[config.mk]
export PLATFORM = sky130hd
export DESIGN_NAME = demux16_buf
export DESIGN_NICKNAME = d
export VERILOG_FILES = /design/src/rtl/demux16_pkg.sv /design/src/rtl/demux16_chan.sv /design/src/rtl/demux16_buf.sv
export SDC_FILE = /design/constraint.sdc
export NUM_CORES = 1
export LEC_CHECK = 0
export BUFFER_PORTS_ARGS = -buffer_cell sky130_fd_sc_hd__buf_2
export CAP_MARGIN = 0
export CORE_UTILIZATION = 45
export DETAILED_ROUTE_END_ITERATION = 10
export GPL_TIMING_DRIVEN = 0
export MAX_ROUTING_LAYER = met4
export PLACE_DENSITY = 0.67
export SYNTH_ARGS = -nofsm -noshare
export SYNTH_HDL_FRONTEND = slang
export SYNTH_HIERARCHICAL = 1
export SYNTH_SLANG_ARGS = --single-unit
[constraint.sdc]
create_clock -name clk -period 2.7 [get_ports clk]
set_input_delay 0 -clock clk [delete_from_list [all_inputs] [get_ports clk]]
set_output_delay 0 -clock clk [all_outputs]
set_load 0.03 [all_outputs]
[src/rtl/demux16_pkg.sv]
// Shared defaults and select encodings for the two-channel buffered demux.
package demux16_pkg;

    localparam int unsigned WIDTH_DEF = 16;
    localparam int unsigned DEPTH_DEF = 2;

    typedef enum logic {
        SEL_A = 1'b0,
        SEL_B = 1'b1
    } sel_e;

    // Occupancy must represent 0..depth inclusive.
    function automatic int unsigned occ_width(input int unsigned depth);
        return $clog2(depth) + 1;
    endfunction

endpackage

[src/rtl/demux16_chan.sv]
// One output channel: DEPTH-entry FIFO, push refused when full regardless of pop.
module demux16_chan
    import demux16_pkg::*;
#(
    parameter int unsigned WIDTH = WIDTH_DEF,
    parameter int unsigned DEPTH = DEPTH_DEF
) (
    input  logic             clk,
    input  logic             rst_n,
    input  logic             push,
    input  logic [WIDTH-1:0] push_data,
    input  logic             pop,
    output logic             full,
    output logic             empty,
    output logic [WIDTH-1:0] data
);

    localparam int unsigned PW = $clog2(DEPTH);
    localparam int unsigned CW = occ_width(DEPTH);

    logic [WIDTH-1:0] mem_q [DEPTH];
    logic [PW-1:0]    wr_ptr_q, rd_ptr_q;
    logic [CW-1:0]    occ_q, occ_d;
    logic             push_ok, pop_ok;

    assign full    = (occ_q == CW'(DEPTH));
    assign empty   = (occ_q == '0);
    assign push_ok = push && !full;
    assign pop_ok  = pop && !empty;

    // Masking with empty keeps data at zero after reset without clearing storage.
    assign data = empty ? '0 : mem_q[rd_ptr_q];

    always_comb begin
        occ_d = occ_q;
        unique case ({push_ok, pop_ok})
            2'b10:   occ_d = occ_q + CW'(1);
            2'b01:   occ_d = occ_q - CW'(1);
            default: occ_d = occ_q;
        endcase
    end

    always_ff @(posedge clk or negedge rst_n) begin
        if (!rst_n) begin
            wr_ptr_q <= '0;
            rd_ptr_q <= '0;
            occ_q    <= '0;
        end else begin
            if (push_ok) wr_ptr_q <= wr_ptr_q + PW'(1);
            if (pop_ok)  rd_ptr_q <= rd_ptr_q + PW'(1);
            occ_q <= occ_d;
        end
    end

    always_ff @(posedge clk) begin
        if (push_ok) mem_q[wr_ptr_q] <= push_data;
    end

endmodule

[src/rtl/demux16_buf.sv]
// Buffered 1-to-2 demux; each channel has its own FIFO so one stalled channel never blocks the other.
// Optional push counters cnt_a/cnt_b when DEMUX16_BUF_STATS_EN is defined.
module demux16_buf
    import demux16_pkg::*;
#(
    parameter int unsigned WIDTH = WIDTH_DEF,
    parameter int unsigned DEPTH = DEPTH_DEF
) (
    input  logic             clk,
    input  logic             rst_n,
    input  logic [WIDTH-1:0] in_data,
    input  logic             in_sel,
    input  logic             in_valid,
    output logic             in_ready,
    output logic [WIDTH-1:0] a_data,
    output logic             a_valid,
    input  logic             a_ready,
    output logic [WIDTH-1:0] b_data,
    output logic             b_valid,
    input  logic             b_ready
`ifdef DEMUX16_BUF_STATS_EN
    ,
    output logic [15:0]      cnt_a,
    output logic [15:0]      cnt_b
`endif
);

    logic a_full, a_empty, b_full, b_empty;
    logic push_a, push_b;

    assign in_ready = (in_sel == SEL_B) ? !b_full : !a_full;
    assign push_a   = in_valid && in_ready && (in_sel == SEL_A);
    assign push_b   = in_valid && in_ready && (in_sel == SEL_B);
    assign a_valid  = !a_empty;
    assign b_valid  = !b_empty;

    demux16_chan #(
        .WIDTH (WIDTH),
        .DEPTH (DEPTH)
    ) u_chan_a (
        .clk       (clk),
        .rst_n     (rst_n),
        .push      (push_a),
        .push_data (in_data),
        .pop       (a_ready),
        .full      (a_full),
        .empty     (a_empty),
        .data      (a_data)
    );

    demux16_chan #(
        .WIDTH (WIDTH),
        .DEPTH (DEPTH)
    ) u_chan_b (
        .clk       (clk),
        .rst_n     (rst_n),
        .push      (push_b),
        .push_data (in_data),
        .pop       (b_ready),
        .full      (b_full),
        .empty     (b_empty),
        .data      (b_data)
    );

`ifdef DEMUX16_BUF_STATS_EN
    logic [15:0] cnt_a_q, cnt_b_q;

    always_ff @(posedge clk or negedge rst_n) begin
        if (!rst_n) begin
            cnt_a_q <= '0;
            cnt_b_q <= '0;
        end else begin
            if (push_a && (cnt_a_q != 16'hFFFF)) cnt_a_q <= cnt_a_q + 16'd1;
            if (push_b && (cnt_b_q != 16'hFFFF)) cnt_b_q <= cnt_b_q + 16'd1;
        end
    end

    assign cnt_a = cnt_a_q;
    assign cnt_b = cnt_b_q;
`endif

endmodule

# Word level (Yosys, flattened, before mapping)
# Memories as Yosys holds them, arrays and structs flattened.
# Index checks and enable logic that the tools add are counted.
# Widths: inputs -> output; s select.
# op_classes
add_sub_neg	8
eq_ne	6
n_mux	9
bitwise_logic	1
reduce_logical	15
# ops
operator	n
$mux 16	2
$eq 2x2->1 const B	4
$pmux 2 s2	2
$logic_and 1x1->1	7
$mux 1	5
$add 1x1->1 const B	4
$add 2x1->2 const B	2
$eq 2x1->1 const B	2
$logic_not 1->1	4
$logic_not 2->1	2
$reduce_bool 2->1	2
$sub 2x1->2 const B	2
$not 1->1	1
# word_totals
ff_bits	8
ram_bits	64
out_inout_bits	35
word_cells	47
n_memories	2
# mem_list
name	depth	word_bits	rd	rd_ports_with_merged_regs	write_ports	line	rtl
u_chan_a.mem_q	2	16	1	0	1	demux16_chan.sv:21	logic [WIDTH-1:0] mem_q [DEPTH];
u_chan_b.mem_q	2	16	1	0	1	demux16_chan.sv:21	

# Longest topological paths before layout
# Gate-level depths: netlist of run 1.
# logic_depth
word_depth	8
mapped_depth	8
depth_no_buf	8

# Modules after synthesis
# The synthesis of run 1 kept the hierarchy.
# by_module_without_submodules
module	n_inst	cells_per_inst	area_each_um2	seq_area_each_um2
demux16_chan	2	85	1408.9	1061.0
demux16_buf	1	5	33.8	0.0

# Least setup slack after synthesis of run 1
# No wires, ideal clock.
# synth_path
path_kind	reg-to-reg
start	register u_chan_a.occ_q[0]
end	memory u_chan_a/mem_q[0][0] in the netlist's numbering, enable pin
setup_time_ns	0.388
arrival_time_ns	1.676
required_time_ns	2.312
path_slack_ns	0.636
stages_incl_launch_ff	6
n_path_buf	0
cell_sequence	dfrtp_1 nand2b_1 inv_1 nor3b_1 nand2_1 nor2_1
# synth_between
elab_chain_len	8
# synth_rtl
element	line	rtl
from (decl)	demux16_chan.sv:23	logic [CW-1:0] occ_q, occ_d;
from (signal assigned)	demux16_chan.sv:47	occ_q <= '0;
from (signal assigned)	demux16_chan.sv:51	occ_q <= occ_d;
$eq 2x2->1	demux16_chan.sv:26	assign full = (occ_q == CW'(DEPTH));
via a_full	demux16_buf.sv:28	logic a_full, a_empty, b_full, b_empty;
$logic_not 1->1	demux16_buf.sv:31	assign in_ready = (in_sel == SEL_B) ? !b_full : !a_full;
$mux 1	demux16_buf.sv:31	
$logic_and 1x1->1 (2 in a row)	demux16_buf.sv:32	assign push_a = in_valid && in_ready && (in_sel == SEL_A);
via push_a	demux16_buf.sv:29	logic push_a, push_b;
$logic_and 1x1->1	demux16_chan.sv:28	assign push_ok = push && !full;
$mux 1	demux16_chan.sv:56	if (push_ok) mem_q[wr_ptr_q] <= push_data;
$mux 1 (implied by the code)	demux16_chan.sv:56	
to (decl)	demux16_chan.sv:21	
# The timed path passes the listed nets, and every way through them passes these cells.

# Worst setup path in the final report of run 1
# layout_path
start	register u_chan_a.occ_q[0]
end	memory u_chan_a/mem_q[0][11] in the netlist's numbering, enable pin
# Same word-level chain as after synthesis.

==> out/qor.yml, run 1 <==
layout:
  fin_nets: 284
  layoutNonFillerInstCount: 339
  num_antenna_cells: 0
  stdcell_area_mm2: 0.00359
  syn2layout_area_growth_pct: 26.0
  layout_commonest_cell: "edfxtp_1"
  layout-drive-gt1-share_pct: 31.1
  layout_common_cells: "64 x edfxtp_1, 58 x buf_2, 34 x nor2_1"
floorplanning:
  fp-row-count: 28
  coreArea_mm2: 0.00603
  die_w_um: 81.6
  num_io_pins: 57
  die_height_um: 81.6
  start_util_pct: 47.3
  dieArea_mm2: 0.00666
grt:
  overflow: 0
  busiest_layer: "met2"
  grtUsageMet2_pct: 28.4
  first_global_vias: 1567
  use_met3_pct: 4.00
  antenna_found_initial: 0
  grt_pass1_wl_mm: 7.66
  met1_usage_pct: 20.6
  grt_start_max_net_pins: 17
  grt_usage_pct: 17.3
drt:
  antenna_left: 0
  wl_per_cell_um: 15.2
  routed_wl_mm: 5.17
  drcViolationCount: 0
  dr.pass1.iters: 4
  vias_per_cell: 4.77
  drt_iter0_drc: 83
  vias: 1616
sta:
  hold_viol: 0
  slew_headroom_pct: 37.6
  fin_crit_sh_pct: 80.7
  fmax_ghz: 0.459
  finalSetupViolCount: 0
  tns_ns: 0
  skew_ns: 0.00549
  tightestPinTransition_ns: 0.934
  min_period_ns: 2.18
  rsz0062_at_grt: "false"
  maxSlewViolCount: 0
synth:
  synth_cell_types: 18
  ys_warn_count: 6
  synth-seq-cells: 72
  yosysSeqAreaShare_pct: 74.4
  syn_inst: 175
  synth.cell_area_mm2: 0.00285
  synth_fp_nets: 199
  avgSynthCellArea_um2: 16.3
worst_setup_path:
  rr_startpoint: "u_chan_a/occ_q[0]"
  reg2reg_depth: 5
  cp_max_fo: 16
  worst_setup_path_end_kind: "flip-flop"
  r2r_end: "u_chan_a/mem_q[0][11]"
  startpoint_type: "flip-flop"
  cp.arrival_ns: 2.13
  criticalPathCategory: "reg2reg"
  critPathRequiredTime_ns: 2.65
  ff2ff_setup_slack_ns: 0.52
power_and_ir_drop:
  p_leak_nw: 1.49
  p_per_area_mw_per_mm2: 1140
  power_mw: 4.09
  ir_worst_vdd_mv: 0.716
clock_tree:
  cts_tree: "yes"
  clock_sinks: 72
  cts_buffers: 9
  cts_max_path_buffers: 2
  cts-root-buf: "clkbuf_8"
  cts-htree-levels: 3
  path_clk_slew_ns: 0.06
  clk_latency_ns: 0.33
worst_hold_path:
  holdPathStages: 3
  hold_path_end: "u_chan_b/rd_ptr_q"
  hold_path_class: "in2reg"
  min_from: "b_ready"
outcome:
  status: "complete, no violations"
place:
  dp_cells: 307
  dpl_cell_area_mm2: 0.00325
  io_buffers: 56
  gp_congestion: 0.678
flow_run:
  cap_viol_max_count: 0
power breakdown:
part	internal, mW	switching, mW
Combinational	0.601	1.21
Clock	0.414	0.349
Sequential	1.42	0.0936
through the flow:
stage	utilization, %	hold slack (ns)	worst slack (ns)
CTS	59.6	0.0355	0.483
finish	59.6	0.0380	0.522
global route	59.6	0.0424	0.224
floorplan	-	-0.296	0.636
global placement	53.5	-0.147	0.0350
detailed placement	53.9	-0.148	0.487
worst max-delay path: stages, from the launching register on:
cell and delay, ns:
dfrtp_1 0.45, nand2b_1 0.17, inv_1 0.06, nor3b_1 0.22, nand2_1 0.15, nor2_2 0.73
worst max-delay path by stage:
stage                            startpoint               endpoint  slack [ns]  cells after the start
after global routing      u_chan_a/occ_q[0]  u_chan_a/mem_q[0][11]        0.22                      5
after detailed placement  u_chan_a/occ_q[0]   u_chan_a/mem_q[0][7]        0.49                      5
final                     u_chan_a/occ_q[0]  u_chan_a/mem_q[0][11]        0.52                      5
after CTS                 u_chan_a/occ_q[0]  u_chan_a/mem_q[0][11]        0.48                      5
after floorplan           u_chan_a/occ_q[0]   u_chan_a/mem_q[0][0]        0.64                      5
after global placement    u_chan_b/occ_q[0]   u_chan_b/mem_q[0][0]        0.03                      5
per-layer routing:
metal	vias up	share of wire [%]
met5	-	0
met2	54	51
met4	0	1.6
met3	9	4.7
li1	794	-
met1	759	42
registers in the layout, indices dropped and copies added (netlist names):
| signal | flops |
|---|---|
| u_chan_a/mem_q | 32 |
| u_chan_b/mem_q | 32 |
| u_chan_a/occ_q | 2 |
| u_chan_b/occ_q | 2 |
| u_chan_a/rd_ptr_q | 1 |
| u_chan_a/wr_ptr_q | 1 |
| u_chan_b/rd_ptr_q | 1 |
| u_chan_b/wr_ptr_q | 1 |
cells by family (layout without fill, tap and decap cells):
group / after synthesis / count (layout) / synth area share, %
AND/OR/NAND/NOR: 48 / 48 / 7.85
adder cells (fa/ha/maj): 2 / 2 / 0.877
flip-flops: 72 / 72 / 74.4
XOR/XNOR: 10 / 10 / 3.07
multiplexers: 33 / 33 / 11.6
buffers and inverters: 10 / 99 / 2.19
Yosys cell counts:
cell type  count  share of area (%)
nor2b_2        2               0.61
nand2b_1       2               0.44
buf_4          2               0.53
edfxtp_1      64                 67
nor3b_1        1               0.26
and3b_1        1               0.31
dfrtp_1        8                7.0
inv_1          4               0.53
mux2i_1       33                 12
buf_6          2               0.79
xnor2_1        6                1.8
xor2_1         4                1.2
and3_1         2               0.44
nand2_1        2               0.26
nor2_1        36                4.7
ha_1           2               0.88
buf_2          2               0.35
nor2_4         2               0.79
area by class of cell:
cell class                      instances  area (um^2)
Buffer                                  6         47.5
Timing Repair Buffer                   74          465
Clock inverter                          5         48.8
Multi-Input combinational cell         93          672
Inverter                                4         15.0
Sequential cell                        72         2120
Fill cell                             485         2430
Tap cell                               75         93.8
Clock buffer                           10          128
repair_timing:
action / CTS / global route
resized for setup: 0 / 0
hold endpoints to repair: 72 / 0
hold buffers: 17 / 0
buffers inserted: 0 / 0
(Power assumes the default switching activity.)
==> run 2, diff against run 1 <==
--- a/config.mk
+++ b/config.mk
@@ -5,6 +5,7 @@
 export SDC_FILE = /design/constraint.sdc
 export NUM_CORES = 1
 export LEC_CHECK = 0
+export ABC_AREA = 1
 export BUFFER_PORTS_ARGS = -buffer_cell sky130_fd_sc_hd__buf_2
 export CAP_MARGIN = 0
 export CORE_UTILIZATION = 45
==> constraint.sdc (replaced) <==
create_clock -name clk -period 2.2 [get_ports clk]
set_input_delay 0 -clock clk [delete_from_list [all_inputs] [get_ports clk]]
set_output_delay 0 -clock clk [all_outputs]
set_load 0.03 [all_outputs]
==> run 2 against run 1 <==
Effect of this change: fmax grew 5.6%; sequential share of layout area fell by 0.85 points; hold slack worse by 0.010 ns.
==> out/qor.yml, run 2 <==
floorplanning:
  coreArea_mm2: 0.00606
  dieArea_mm2: 0.00672
  die_height_um: 82.0
  start_util_pct: 47.5
  die_w_um: 82.0
  fp-row-count: 28
  num_io_pins: 57
clock_tree:
  cts-root-buf: "clkbuf_8"
  clk_latency_ns: 0.34
  path_clk_slew_ns: 0.07
  cts-htree-levels: 3
  cts_buffers: 9
  clock_sinks: 72
  cts_tree: "yes"
  cts_max_path_buffers: 2
worst_setup_path:
  r2r_end: "u_chan_a/mem_q[1][4]"
  critPathRequiredTime_ns: 2.16
  cp_max_fo: 16
  rr_startpoint: "u_chan_a/occ_q[0]"
  reg2reg_depth: 6
  startpoint_type: "flip-flop"
  criticalPathCategory: "reg2reg"
  ff2ff_setup_slack_ns: 0.14
  worst_setup_path_end_kind: "flip-flop"
  cp.arrival_ns: 2.02
synth:
  synth_fp_nets: 267
  synth_compound_area_share_pct: 6.26
  synth.cell_area_mm2: 0.00288
  synth_top_family_by_area: "simple AND/OR/NAND/NOR gates"
  synth_edf_count: 64
  synth_common_cells: "82 x nand2_1, 64 x edfxtp_1, 32 x a21oi_1"
  muxShareOfSynthArea_pct: 0
  avgSynthCellArea_um2: 11.8
  async_reset_ff_share_pct: 11.1
  synthAdderAreaFrac_pct: 0.869
  synth_flop_cell: "edfxtp_1"
  synth.most_common_cell: "nand2_1"
  yosysSeqAreaShare_pct: 73.7
  synth_top_area_share_pct: 66.8
  synth_cell_types: 17
  synthTopCellsByArea: "edfxtp_1 67%, nand2_1 11%, dfrtp_1 7.0%, a21oi_1 5.6%, inv_1 2.7%"
  ys_warn_count: 6
  synth-seq-cells: 72
  yosys.area.top_type: "edfxtp_1"
  syn_inst: 243
  synth_simple_gate_area_share_pct: 14.0
  synth_xor_area_share_pct: 0.608
grt:
  overflow: 0
  grt_usage_pct: 20.6
  grt_start_max_net_pins: 17
  grt_pass1_wl_mm: 9.31
  first_global_vias: 1876
  antenna_found_initial: 0
drt:
  drt_iter0_drc: 160
  wl_per_cell_um: 14.7
  drcViolationCount: 0
  vias_per_cell: 4.90
  routed_wl_mm: 6.00
  dr.pass1.iters: 4
  vias: 2005
  antenna_left: 0
place:
  dp_slack_ns: 0.0706
  dpl_cell_area_mm2: 0.00326
  io_buffers: 56
  gp_congestion: 0.705
  hpwl_mm: 3.67
  dp_cells: 374
sta:
  tightestPinTransition_ns: 0.973
  finalSetupViolCount: 0
  rsz0062_at_grt: "false"
  hold_viol: 0
  fin_crit_sh_pct: 93.7
  maxSlewViolCount: 0
  min_period_ns: 2.06
  slew_headroom_pct: 35.0
  skew_ns: 0.00779
  fmax_ghz: 0.485
  setup_slack_ns: 0.138
power_and_ir_drop:
  seq_power_share_pct: 35.4
  p_int_mw: 2.92
  clkPwrFrac_pct: 19.5
  p_sw_mw: 2.29
  switching_share_pct: 44.0
  ir_worst_vdd_mv: 0.754
  p_comb_share_pct: 45.1
  p_leak_nw: 1.53
  p_per_area_mw_per_mm2: 1430
flow_run:
  cap_viol_max_count: 0
layout:
  num_antenna_cells: 0
  syn2layout_area_growth_pct: 26.6
  layout_common_cells: "82 x nand2_1, 64 x buf_2, 64 x edfxtp_1"
  largest_registers: "u_chan_a/mem_q (32), u_chan_b/mem_q (32)"
  layout_commonest_cell: "nand2_1"
  layoutNonFillerInstCount: 409
  stdcell_area_mm2: 0.00364
  fin_nets: 353
  layout-drive-gt1-share_pct: 25.4
outcome:
  status: "complete, no violations"
worst_hold_path:
  hold_path_class: "in2async"
## run 2: changes by cell type after synthesis, moves of 6 or more
cell / delta
nand2_1: +80
inv_1: +17
mux2i_1: -33
nor2_1: -29
buf_2: +6
a21oi_1: +32
## run 2: worst max-delay path, stage by stage (launching register included)
cell      delay (ns)
dfrtp_1         0.49
nor2_1          0.10
clkinv_1        0.06
nand2_2         0.05
nor2_2          0.09
o21ai_1         0.12
nor2_2          0.76
## run 2: layer usage
layer / GRT usage [%] / vias to the layer above / part of all wire [%]
li1: - / 989 / -
met1: 27.1 / 945 / 46
met2: 30.0 / 59 / 47
met3: 4.67 / 12 / 5.0
met4: 10.0 / 0 / 2.3
met5: - / - / 0
## run 2: cell families after synthesis
kind of cell | after synthesis
AO/OA/AOI/OAI | 36
XOR/XNOR | 2
adder cells (fa/ha/maj) | 2
buffers and inverters | 32
flip-flops | 72
AND/OR/NAND/NOR | 99
## run 2: area by class of cell
| cell class | count | area [um^2] |
|---|---|---|
| sequential | 72 | 2120 |
| fill | 494 | 2420 |
| timing repair buffer | 75 | 470 |
| clock buffer | 13 | 149 |
| tap | 75 | 93.8 |
| clock inverter | 3 | 42.5 |
| inverter | 24 | 92.6 |
| buffer | 8 | 40.0 |
| multi-input combinational | 139 | 634 |
## run 2: power by group through the flow
stage               sequential (mW)  clock [mW]  combinational [mW]
floorplan                      1.85           0                1.64
global placement               1.87           0                2.30
detailed placement             1.88           0                2.33
CTS                            1.85        1.03                2.36
global route                   1.87        1.09                2.56
finish                         1.85        1.02                2.35
## run 2: worst max path at each step
stage                      startpoint                    end  slack (ns)  cells past startpoint
global route        u_chan_a/occ_q[0]  u_chan_a/mem_q[1][12]        0.02                      6
global placement    u_chan_b/occ_q[0]   u_chan_b/mem_q[1][5]       -0.37                      6
finish              u_chan_a/occ_q[0]   u_chan_a/mem_q[1][4]        0.14                      6
CTS                 u_chan_b/occ_q[1]  u_chan_b/mem_q[1][12]        0.06                      7
detailed placement  u_chan_b/occ_q[1]   u_chan_b/mem_q[1][5]        0.07                      7
floorplan           u_chan_b/occ_q[1]   u_chan_b/mem_q[1][0]        0.25                      7
## run 2: timing repair
item,CTS,global route
endpoints found under the setup margin,0,16
hold endpoints to repair,74,0
buffers inserted,0,0
resized for setup,0,1
hold buffers,19,0
## run 2: per-stage QoR
stage | TNS [ns] | total power, mW | hold WS [ns] | util, %
final | 0 | 5.21 | 0.0279 | 60.1
after global routing | 0 | 5.52 | 0.0319 | 60.1
after CTS | 0 | 5.23 | 0.0176 | 60.1
after detailed placement | 0 | 4.21 | -0.146 | 53.8
after global placement | -10.59 | 4.17 | -0.148 | 53.7
after floorplan | 0 | 3.49 | -0.296 | -
==> run 3, diff against run 2 <==
--- a/config.mk
+++ b/config.mk
@@ -13,6 +13,7 @@
 export GPL_TIMING_DRIVEN = 0
 export MAX_ROUTING_LAYER = met4
 export PLACE_DENSITY = 0.67
+export REMOVE_ABC_BUFFERS = 1
 export SYNTH_ARGS = -nofsm -noshare
 export SYNTH_HDL_FRONTEND = slang
 export SYNTH_HIERARCHICAL = 1
==> run 3 against run 2 <==
Effect of this change: sequential cell count stayed put; critical endpoint is now a_data[11]; critical path type is now reg2out; sequential share of layout area is 0.62 points higher; power is 2.4% lower; first-iteration DRC count is 49% lower.
==> out/qor.yml, run 3 (same netlist as run 2, synthesis figures left out) <==
floorplanning:
  dieArea_mm2: 0.00672
  die_w_um: 82.0
  start_util_pct: 47.5
  fp-row-count: 28
  die_height_um: 82.0
  coreArea_mm2: 0.00606
  num_io_pins: 57
power_and_ir_drop:
  ir_worst_vdd_mv: 0.836
  p_per_area_mw_per_mm2: 1410
  p_leak_nw: 1.50
grt:
  first_global_vias: 1893
  antenna_found_initial: 0
  grt_pass1_wl_mm: 9.03
  grt_usage_pct: 20.1
  overflow: 0
  grt_start_max_net_pins: 20
sta:
  rsz0062_at_grt: "false"
  tightestPinTransition_ns: 0.738
  min_period_ns: 2.01
  fin_crit_sh_pct: 91.3
  finalSetupViolCount: 0
  slew_headroom_pct: 50.8
  maxSlewViolCount: 0
  fmax_ghz: 0.498
  skew_ns: 0.00356
  hold_viol: 0
clock_tree:
  clk_latency_ns: 0.33
  cts_buffers: 9
  clock_sinks: 72
  path_clk_slew_ns: 0.07
  cts_max_path_buffers: 2
  cts-htree-levels: 3
  cts_tree: "yes"
  cts-root-buf: "clkbuf_8"
worst_setup_path:
  critical-path-top-delay-family: "flip-flops"
  worstPathCellList: "clkinv_2, nand2_1, a21oi_1, buf_2"
  cp_slowest_cell: "dfrtp_1"
  cp.arrival_ns: 2.01
  criticalPathCategory: "reg2out"
  startpoint_type: "flip-flop"
  worst-path-buf-inv: 2
  worst_setup_path_end_kind: "output pin"
  critPathRequiredTime_ns: 2.20
  cp_max_fo: 18
  cpPeakStageDelay_ns: 0.78
drt:
  antenna_left: 0
  drcViolationCount: 0
  wl_per_cell_um: 14.4
  drt_iter0_drc: 81
  dr.pass1.iters: 4
  vias: 1965
  vias_per_cell: 4.89
  routed_wl_mm: 5.81
outcome:
  status: "complete, no violations"
layout:
  final_core_util_pct: 59.5
  largest_registers: "u_chan_a/mem_q (32), u_chan_b/mem_q (32)"
  syn2layout_area_growth_pct: 25.3
  layout_commonest_cell: "nand2_1"
  fin_nets: 346
  num_antenna_cells: 0
  layoutNonFillerInstCount: 402
  layout_common_cells: "82 x nand2_1, 64 x edfxtp_1, 56 x buf_2"
  layout-drive-gt1-share_pct: 23.9
  nFillCells: 509
flow_run:
  cap_viol_max_count: 0
place:
  hpwl_mm: 3.33
  dp_cells: 367
  gp_congestion: 0.720
  io_buffers: 56
worst_hold_path:
  hold_path_class: "in2async"
[run 3: cell count changes in the layout (fill, tap and decap cells not counted), sizes merged]
cell      before  now
buf           64   57
clkinv         4    7
clkinvlp       1    0
clkbuf        13   11
[run 3: per-layer routing]
| layer | up-vias | track usage, % | share of wire [%] |
|---|---|---|---|
| li1 | 975 | - | - |
| met1 | 910 | 24.6 | 43 |
| met3 | 17 | 4.00 | 5.5 |
| met4 | 0 | 12.3 | 2.9 |
| met5 | - | - | 0 |
| met2 | 63 | 30.7 | 48 |
[run 3: path summary, 6_finish.rpt]
| check | depth (start not counted) | slack [ns] | start | to |
|---|---|---|---|---|
| worst min register to register | 2 | 0.49 | u_chan_a/wr_ptr_q | u_chan_a/wr_ptr_q |
| worst max-delay path | 4 | 0.19 | u_chan_a/rd_ptr_q | a_data[11] |
| worst max register to register | 6 | 0.31 | u_chan_b/occ_q[0] | u_chan_b/mem_q[0][7] |
| max in group asynchronous | 2 | 1.98 | rst_n | u_chan_b/rd_ptr_q |
| worst min-delay path | 2 | 0.04 | rst_n | u_chan_a/wr_ptr_q |
| min in group clk | 5 | 0.05 | in_valid | u_chan_a/wr_ptr_q |
[run 3: repair_timing]
action	CTS	global route
endpoints found under the hold margin	74	0
setup endpoints to repair	0	25
setup buffers	0	0
resized for setup	0	2
hold buffers	19	0
[run 3: through the flow]
| step | hold slack (ns) | setup TNS, ns | total power, mW | setup slack [ns] | instance area, um^2 |
|---|---|---|---|---|---|
| floorplan | -0.296 | 0 | 3.43 | 0.247 | 2840 |
| global placement | -0.147 | -10.33 | 4.09 | -0.372 | 3210 |
| detailed placement | -0.145 | 0 | 4.14 | 0.147 | 3230 |
| CTS | 0.0186 | 0 | 5.13 | 0.0458 | 3600 |
| global route | 0.0675 | 0 | 5.38 | 0.0215 | 3610 |
| finish | 0.0358 | 0 | 5.09 | 0.191 | 3610 |
[run 3: cell type report]
type                    instances  area, um^2  area share (%)
clock inverters                 5        47.5            1.32
clock buffers                  11         131            3.64
multi-input cells             139         634            17.6
flip-flops and latches         72        2120            58.8
repair buffers                 76         485            13.5
inverters                      24        92.6            2.57
well taps                      75        93.8            2.60
[run 3: worst reg2reg max path, delay by kind of cell (launching register included)]
kind	cells	cell delay [ns]
flip-flops	1	0.48
AND/OR/NAND/NOR	4	0.41
buffers and inverters	2	0.62
[run 3: power breakdown]
group | internal [mW] | leakage [nW] | switching, mW | total, mW
logic | 0.584 | 0.734 | 1.59 | 2.17
registers | 1.74 | 0.678 | 0.220 | 1.96
clock network | 0.513 | 0.0922 | 0.439 | 0.952
